===== config.mk =====
export PLATFORM = sky130hd
export DESIGN_NAME = fp16_operand_fifo
export DESIGN_NICKNAME = d
export VERILOG_FILES = /design/src/rtl/fp16_opfifo_pkg.sv /design/src/rtl/fp16_opfifo_ram.sv /design/src/rtl/fp16_operand_fifo.sv
export SDC_FILE = /design/constraint.sdc
export NUM_CORES = 1
export LEC_CHECK = 0
export CORE_MARGIN = 2
export CORE_UTILIZATION = 51
export CTS_BUF_LIST = sky130_fd_sc_hd__clkbuf_8
export DETAILED_ROUTE_END_ITERATION = 8
export PLACE_DENSITY = 0.85
export SKIP_CTS_REPAIR_TIMING = 1
export SYNTH_ARGS = -nofsm -noshare
export SYNTH_HDL_FRONTEND = slang
export SYNTH_SLANG_ARGS = --single-unit

===== constraint.sdc =====
create_clock -name clk_i -period 2.87 [get_ports clk_i]
set_clock_uncertainty 0.15 [all_clocks]
set_input_delay 0.4305 -clock clk_i [delete_from_list [all_inputs] [get_ports clk_i]]
set_output_delay 0.4305 -clock clk_i [all_outputs]
set_load 0.005 [all_outputs]

===== src/rtl/fp16_opfifo_pkg.sv =====
// Shared types and sizing for the FP16 operand FIFO.
package fp16_opfifo_pkg;
  localparam int FP16_W        = 16;
  localparam int NUM_OPS       = 3;
  localparam int DEFAULT_DEPTH = 4;
  localparam int PTR_W         = $clog2(DEFAULT_DEPTH);
  localparam int CNT_W         = PTR_W + 1;

  typedef logic [NUM_OPS-1:0][FP16_W-1:0] operand_vec_t;
endpackage


===== src/rtl/fp16_opfifo_ram.sv =====
// Operand storage: one register per entry, synchronous write, asynchronous read.
// Entry 0 is cleared on reset so the head reads zero while empty.
module fp16_opfifo_ram #(
  parameter int WIDTH        = 16,
  parameter int NUM_OPERANDS = 3,
  parameter int DEPTH        = 4,
  localparam int PW          = $clog2(DEPTH)
) (
  input  logic                                clk_i,
  input  logic                                rst_ni,
  input  logic                                we,
  input  logic [PW-1:0]                       waddr,
  input  logic [NUM_OPERANDS-1:0][WIDTH-1:0]  wdata,
  input  logic [PW-1:0]                       raddr,
  output logic [NUM_OPERANDS-1:0][WIDTH-1:0]  rdata
);
  logic [NUM_OPERANDS-1:0][WIDTH-1:0] mem [DEPTH];

  for (genvar i = 0; i < DEPTH; i++) begin : g_ent
    logic [NUM_OPERANDS-1:0][WIDTH-1:0] q;
    if (i == 0) begin : g_rst
      // Entry 0 is reset so the idle head presents zeros.
      always_ff @(posedge clk_i or negedge rst_ni)
        if (!rst_ni)                      q <= '0;
        else if (we && waddr == PW'(i))   q <= wdata;
    end else begin : g_nrst
      // Remaining entries hold don't-care data until written.
      always_ff @(posedge clk_i)
        if (we && waddr == PW'(i))        q <= wdata;
    end
    assign mem[i] = q;
  end

  assign rdata = mem[raddr];
endmodule


===== src/rtl/fp16_operand_fifo.sv =====
// Operand FIFO between a no-backpressure FP16 generator and the FPU input
// handshake. Reports sticky overflow and end-of-stream drain.
// Define FP16_OPFIFO_BYPASS_EN to let a word pass straight through an empty
// FIFO in the same cycle it arrives.
module fp16_operand_fifo
  import fp16_opfifo_pkg::*;
#(
  parameter int WIDTH        = FP16_W,
  parameter int NUM_OPERANDS = NUM_OPS,
  parameter int DEPTH        = DEFAULT_DEPTH,
  localparam int PW          = $clog2(DEPTH),
  localparam int CW          = PW + 1
) (
  input  logic                               clk_i,
  input  logic                               rst_ni,
  input  logic                               gen_valid_i,
  input  logic [NUM_OPERANDS-1:0][WIDTH-1:0] gen_operands_i,
  input  logic                               gen_end_i,
  output logic [NUM_OPERANDS-1:0][WIDTH-1:0] operands_o,
  output logic                               in_valid_o,
  input  logic                               in_ready_i,
  output logic                               full_o,
  output logic                               empty_o,
  output logic [CW-1:0]                      count_o,
  output logic                               overflow_o,
  output logic                               drained_o
);
  logic [PW-1:0] wr_ptr, rd_ptr;
  logic [CW-1:0] cnt, cnt_n;
  logic          overflow_q, end_seen, drained_q, end_n;
  logic          push, pop, drop;
  logic [NUM_OPERANDS-1:0][WIDTH-1:0] rd_data;

  assign empty_o = (cnt == '0);
  assign full_o  = (cnt == CW'(DEPTH));
  // pop only ever refers to a stored entry; a bypassed word never touches state
  assign pop     = !empty_o && in_ready_i;
  assign drop    = gen_valid_i && full_o && !pop;

`ifdef FP16_OPFIFO_BYPASS_EN
  logic bypass;
  assign bypass     = empty_o && gen_valid_i && in_ready_i;
  assign in_valid_o = !empty_o || gen_valid_i;
  assign operands_o = empty_o ? gen_operands_i : rd_data;
  assign push       = gen_valid_i && (!full_o || pop) && !bypass;
`else
  assign in_valid_o = !empty_o;
  assign operands_o = rd_data;
  assign push       = gen_valid_i && (!full_o || pop);
`endif

  fp16_opfifo_ram #(
    .WIDTH(WIDTH), .NUM_OPERANDS(NUM_OPERANDS), .DEPTH(DEPTH)
  ) u_ram (
    .clk_i (clk_i),
    .rst_ni(rst_ni),
    .we    (push),
    .waddr (wr_ptr),
    .wdata (gen_operands_i),
    .raddr (rd_ptr),
    .rdata (rd_data)
  );

  // Next occupancy and end flag, shared by the count and drained registers.
  always_comb begin
    cnt_n = cnt;
    case ({push, pop})
      2'b10:   cnt_n = cnt + CW'(1);
      2'b01:   cnt_n = cnt - CW'(1);
      default: cnt_n = cnt;
    endcase
    end_n = end_seen || gen_end_i;
  end

  // Pointers, occupancy and sticky flags.
  always_ff @(posedge clk_i or negedge rst_ni) begin
    if (!rst_ni) begin
      wr_ptr     <= '0;
      rd_ptr     <= '0;
      cnt        <= '0;
      overflow_q <= 1'b0;
      end_seen   <= 1'b0;
      drained_q  <= 1'b0;
    end else begin
      if (push) wr_ptr <= wr_ptr + PW'(1);
      if (pop)  rd_ptr <= rd_ptr + PW'(1);
      cnt       <= cnt_n;
      if (drop) overflow_q <= 1'b1;
      end_seen  <= end_n;
      drained_q <= end_n && (cnt_n == '0);
    end
  end

  assign count_o    = cnt;
  assign overflow_o = overflow_q;
  assign drained_o  = drained_q;
endmodule


Word-level counts from Yosys, hierarchy flattened
Index checks and enable logic that the tools add are counted.

operators by class
  add/subtract/negate cells = 4
  magnitude comparators = 1
  equal/unequal tests = 6
  multiplexer cells = 4
  bitwise logic cells = 1
  reductions and logical operators = 17

operators with widths
  cell                                                                    number
  48-bit binary-select mux with 2-bit select                              1
  48-bit 2-to-1 mux                                                       2
  1-bit logical AND                                                       9
  2-bit equality test (second input constant)                             3
  3-bit zero test                                                         2
  3-bit one-hot mux with 2 select lines                                   1
  2-bit by 1-bit adder with 2-bit output (second input constant)          2
  2-bit by 1-bit equality test with 1-bit output (second input constant)  2
  3-bit by 1-bit adder with 3-bit output (second input constant)          1
  3-bit equality test (second input constant)                             1
  3-bit >= comparator (second input constant)                             1
  1-bit zero test                                                         3
  2-bit NOT with 3-bit output                                             1
  3-bit by 1-bit subtractor with 3-bit output (second input constant)     1
  2-bit zero test                                                         1
  1-bit logical OR                                                        2

word-level totals
  bits in registers = 202
  input bits = 53
  output and inout port bits = 56
  word-level logic and storage cells = 51

Depth between registers and ports, before layout
  word-level depth = 9
  mapped depth = 10
  gate-level depth less buffers = 9

Cells and area by module
Synthesis repeated with hierarchy kept, for this count alone.

unflattened totals
  cell total of the unflattened synthesis = 366
  area total of the unflattened synthesis = 7882.6 µm²

by module, submodules not included
  module             instances  cells an instance  area an instance (µm²)  seq. area each (µm²)
  fp16_opfifo_ram    1          308                7302.0                  5525.3
  fp16_operand_fifo  1          58                 580.6                   250.2

Least setup slack after synthesis
No wires, ideal clock.

  kind = register to register
  from = register cnt[2], in the netlist count_o[2]
  to = register u_ram.g_ent[2].q[0] in the netlist's numbering (enable)
  setup time = 410 ps
  arrival time = 2154 ps
  data required time = 2310 ps
  path slack = 156 ps
  cell stages (with the launch flop) = 5
  path buffers = 1
  clock period less this slack = 2714 ps
  cells stage by stage = dfrtp_1 clkbuf_2 nor4b_4 nor2b_1 and2_1

between the ends
  word-level cells in the longest chain between the ends = 6
  elaborated cells on any way between the ends = 8
  classes of those cells = 1 x eq/ne; 7 x reduce/logical

RTL lines
  element                   line                     source
  start: declaration        fp16_operand_fifo.sv:29  logic [CW-1:0] cnt, cnt_n;
  start signal: assignment  fp16_operand_fifo.sv:87  cnt <= cnt_n;
  3-bit zero test           fp16_operand_fifo.sv:34  assign empty_o = (cnt == '0);
  1-bit zero test           fp16_operand_fifo.sv:37  assign pop = !empty_o && in_ready_i;
  1-bit logical AND         fp16_operand_fifo.sv:37
  1-bit logical OR (*)      fp16_operand_fifo.sv:49  assign push = gen_valid_i && (!full_o || pop);
  1-bit logical AND (*)     fp16_operand_fifo.sv:49
  1-bit logical AND (*)     fp16_opfifo_ram.sv:29    if (we && waddr == PW'(i)) q <= wdata;
  end signal: assignment    fp16_opfifo_ram.sv:29
  end: declaration          fp16_opfifo_ram.sv:20    logic [NUM_OPERANDS-1:0][WIDTH-1:0] q;

Mark *: on every way between the ends. The rest lies on a longest branch, timed or not.
A chain may end at the register's enable or synchronous reset.

==> impl_metrics.py <==
metrics = {
    "synth": {
        "synth-simple-area-share_pct": 1.28,
        "synth_nets": 415,
        "syn_inst": 356,
        "synth_adder_area_share_pct": 1.05,
        "synth_compound_area_share_pct": 0.269,
        "ys_warn_count": 0,
        "ys_types": 29,
        "synth-xor-area-share_pct": 0.776,
        "avgSynthCellArea_um2": 22.2,
        "synth_mux_area_share_pct": 21.8,
        "synth_seq_cells": 202,
        "synth_area_mm2": 0.00790,
        "synth_seq_area_share_pct": 73.1,
        "synth_top_family_by_area": "multiplexers",
    },
    "timing": {
        "layout_setup_ws_ps": 72.7,
        "min_period_over_period_pct": 97.5,
        "fin_crit_ps": 2800,
        "tightest_slew_ps": 842,
        "maxSlewViolCount": 0,
        "rsz0062_at_grt": "true",
        "fmax_mhz": 357,
        "slew_headroom_pct": 43.9,
        "final_hold_viol_count": 0,
        "setup_viol": 0,
        "worst_hold_slack_ps": 316,
    },
    "clocking": {
        "root_buffer": "clkbuf_8",
        "cts_inserted_buffers": 35,
        "cts.reportedPaths.clkPinSlew_ps": 60,
        "htree_levels": 2,
        "cts_tree": "yes",
        "cts_max_path_buffers": 3,
        "clock_latency_ps": 500,
        "cts_sinks": 202,
    },
    "worst_setup_path": {
        "worstPathArrival_ps": 2220,
        "crit_type": "reg2out",
        "critPathMaxFanout": 26,
        "cp.required_ps": 2290,
        "crit_path_end_kind": "output port",
        "cp-start-kind": "flop",
    },
    "global_route": {
        "grt_pass1_vias": 4316,
        "grt_use_total_pct": 18.9,
        "antenna_found_initial": 0,
        "grt_max_degree": 59,
        "grt_pass1_wl_mm": 23.5,
        "grt.overflow.total": 0,
    },
    "detailed_routing": {
        "avgRoutedWirePerCell_um": 20.9,
        "drt_iter0_markers": 192,
        "drt_wl_total_mm": 14.8,
        "vias": 3899,
        "dr.pass1.iters": 4,
        "drc": 0,
        "ant_nets": 0,
        "vias_per_cell": 5.50,
    },
    "placement": {
        "dpl.hpwl_mm": 8.77,
        "routabilityCongestion": 0.729,
        "dp_slack_ps": 71.4,
        "io_buffers": 108,
    },
    "hold_path": {
        "min_path_type": "reg2reg",
    },
    "floorplanning": {
        "core_mm2": 0.0151,
        "dieHeight_um": 128,
        "dieArea_mm2": 0.0165,
        "dieWidth_um": 128,
        "start_util_pct": 52.1,
        "std_cell_rows": 45,
        "pin_count": 109,
    },
    "pwr": {
        "power_mw": 10.8,
        "switching_share_pct": 27.1,
        "vdd_ir_drop_max_v": 0.000745,
        "leakage_nw": 3.63,
        "p_int_mw": 7.85,
        "pwr-share-seq_pct": 40.6,
        "pwr-share-comb_pct": 36.8,
        "switchingPower_mw": 2.91,
        "p_per_area_mw_per_mm2": 1080,
        "pwr-share-clk_pct": 22.5,
    },
    "final_layout": {
        "final_layout_size_suffix_gt1_share_pct": 30.9,
        "areaGrowthSynthToFinish_pct": 25.9,
        "fill_cells": 979,
        "nets": 554,
        "n_antenna_cell": 0,
    },
    "outcome": {
        "status": "finished, final reports clean",
    },
    "job": {
        "drv_cap": 0,
    },
}
## power groups by stage
| stage | Combinational, mW | Sequential (mW) | Clock, mW |
|---|---|---|---|
| after floorplan | 2.31 | 4.26 | 0 |
| after global placement | 3.95 | 4.34 | 0 |
| after detailed placement | 4.02 | 4.41 | 0 |
| after CTS | 4.04 | 4.37 | 2.49 |
| after global routing | 4.25 | 4.45 | 2.63 |
| final | 3.96 | 4.37 | 2.42 |
## cells in the mapped netlist
| library cell | n | area share [%] |
|---|---|---|
| nand4b_1 | 1 | 0.11 |
| or2_2 | 1 | 0.079 |
| and3_1 | 1 | 0.079 |
| ha_1 | 5 | 0.79 |
| and2_1 | 3 | 0.24 |
| edfxtp_1 | 144 | 55 |
| clkbuf_1 | 1 | 0.047 |
| fa_1 | 1 | 0.25 |
| nor4b_4 | 1 | 0.30 |
| xnor2_1 | 4 | 0.44 |
| inv_1 | 7 | 0.33 |
| mux2_4 | 20 | 3.8 |
| or3_1 | 1 | 0.079 |
| mux2i_1 | 1 | 0.13 |
| o31a_1 | 1 | 0.11 |
| nor2_1 | 3 | 0.14 |
| buf_1 | 3 | 0.14 |
| buf_2 | 9 | 0.57 |
| nand4_1 | 1 | 0.079 |
| o21ai_0 | 1 | 0.063 |
| a21o_1 | 1 | 0.095 |
| nor2b_1 | 1 | 0.079 |
| mux4_2 | 48 | 14 |
| buf_6 | 4 | 0.57 |
| mux2_2 | 29 | 4.1 |
| nand2_1 | 2 | 0.095 |
| dfrtp_1 | 58 | 18 |
| xor2_1 | 3 | 0.33 |
| clkbuf_2 | 1 | 0.063 |
## placed cells by master, fill, tap and decap left out, types with 5 or more instances in the layout
master and instances:
ha_1 5, dfrtp_1 56, inv_1 25, mux4_2 48, buf_4 7, clkbuf_8 40, buf_12 5, mux2_2 29
edfxtp_1 144, clkdlybuf4s50_1 107, mux2_4 20
## logic make-up after synthesis
group / Yosys count
muxes: 98
buffers and inverters: 25
DFF: 202
xor gates and xnor gates: 7
and+or+nand+nor: 15
adders and majority gates: 6
AOI/OAI and AO/OA: 3
## area by class of cell
cell class / instances / area (µm²) / share of cell area [%]
timing repair buffer: 120 / 1230 / 12.4
clock inverter: 23 / 116 / 1.17
sequential: 202 / 5780 / 58.2
tap: 188 / 235 / 2.37
inverter: 7 / 26.3 / 0.264
multi-input combinational: 129 / 2000 / 20.1
clock buffer: 40 / 551 / 5.54
## per-stage QoR
step | utilization, % | cells | setup TNS [ps] | cell area, µm²
global route | 65.6 | 709 | -11.3 | 9940
finish | 65.6 | 709 | 0 | 9940
floorplan | - | 356 | 0 | 7900
CTS | 65.6 | 708 | 0 | 9930
global placement | 61.1 | 645 | 0 | 9260
detailed placement | 61.1 | 645 | 0 | 9260
## routing by layer
| layer | routed length [µm] | share of wire (%) | vias to the layer above | GRT usage (%) |
|---|---|---|---|---|
| li1 | - | - | 1708 | - |
| met1 | 6080 | 41 | 2020 | 24.3 |
| met2 | 7440 | 50 | 141 | 31.3 |
| met3 | 914 | 6.2 | 30 | 4.70 |
| met4 | 381 | 2.6 | 0 | 7.76 |
| met5 | 0 | 0 | - | 0 |
## registers in the layout (all words and copies together), names as in the netlist
name,flops
wr_ptr,2
drained_o,1
rd_ptr,2
end_seen,1
u_ram.g_ent.q,192
overflow_o,1
count_o,3
## path summary, 6_finish.rpt
kind | from | to | slack [ps] | cells after the start
max | rd_ptr[0] | operands_o[47] | 70 | 3
min | overflow_o | overflow_o | 320 | 1
max reg2reg | count_o[0] | drained_o | 420 | 9
min reg2reg | overflow_o | overflow_o | 320 | 1
max in group asynchronous | rst_ni | rd_ptr[0] | 1500 | 2
min in group asynchronous | rst_ni | u_ram.g_ent[0].q[38] | 440 | 2
## worst max-delay path, stage by stage (launching register included)
cell,delay (ps)
dfrtp_4,440
buf_12,240
mux4_2,570
clkdlybuf4s50_1,460
Note: power is estimated with default switching activity, not from simulation.
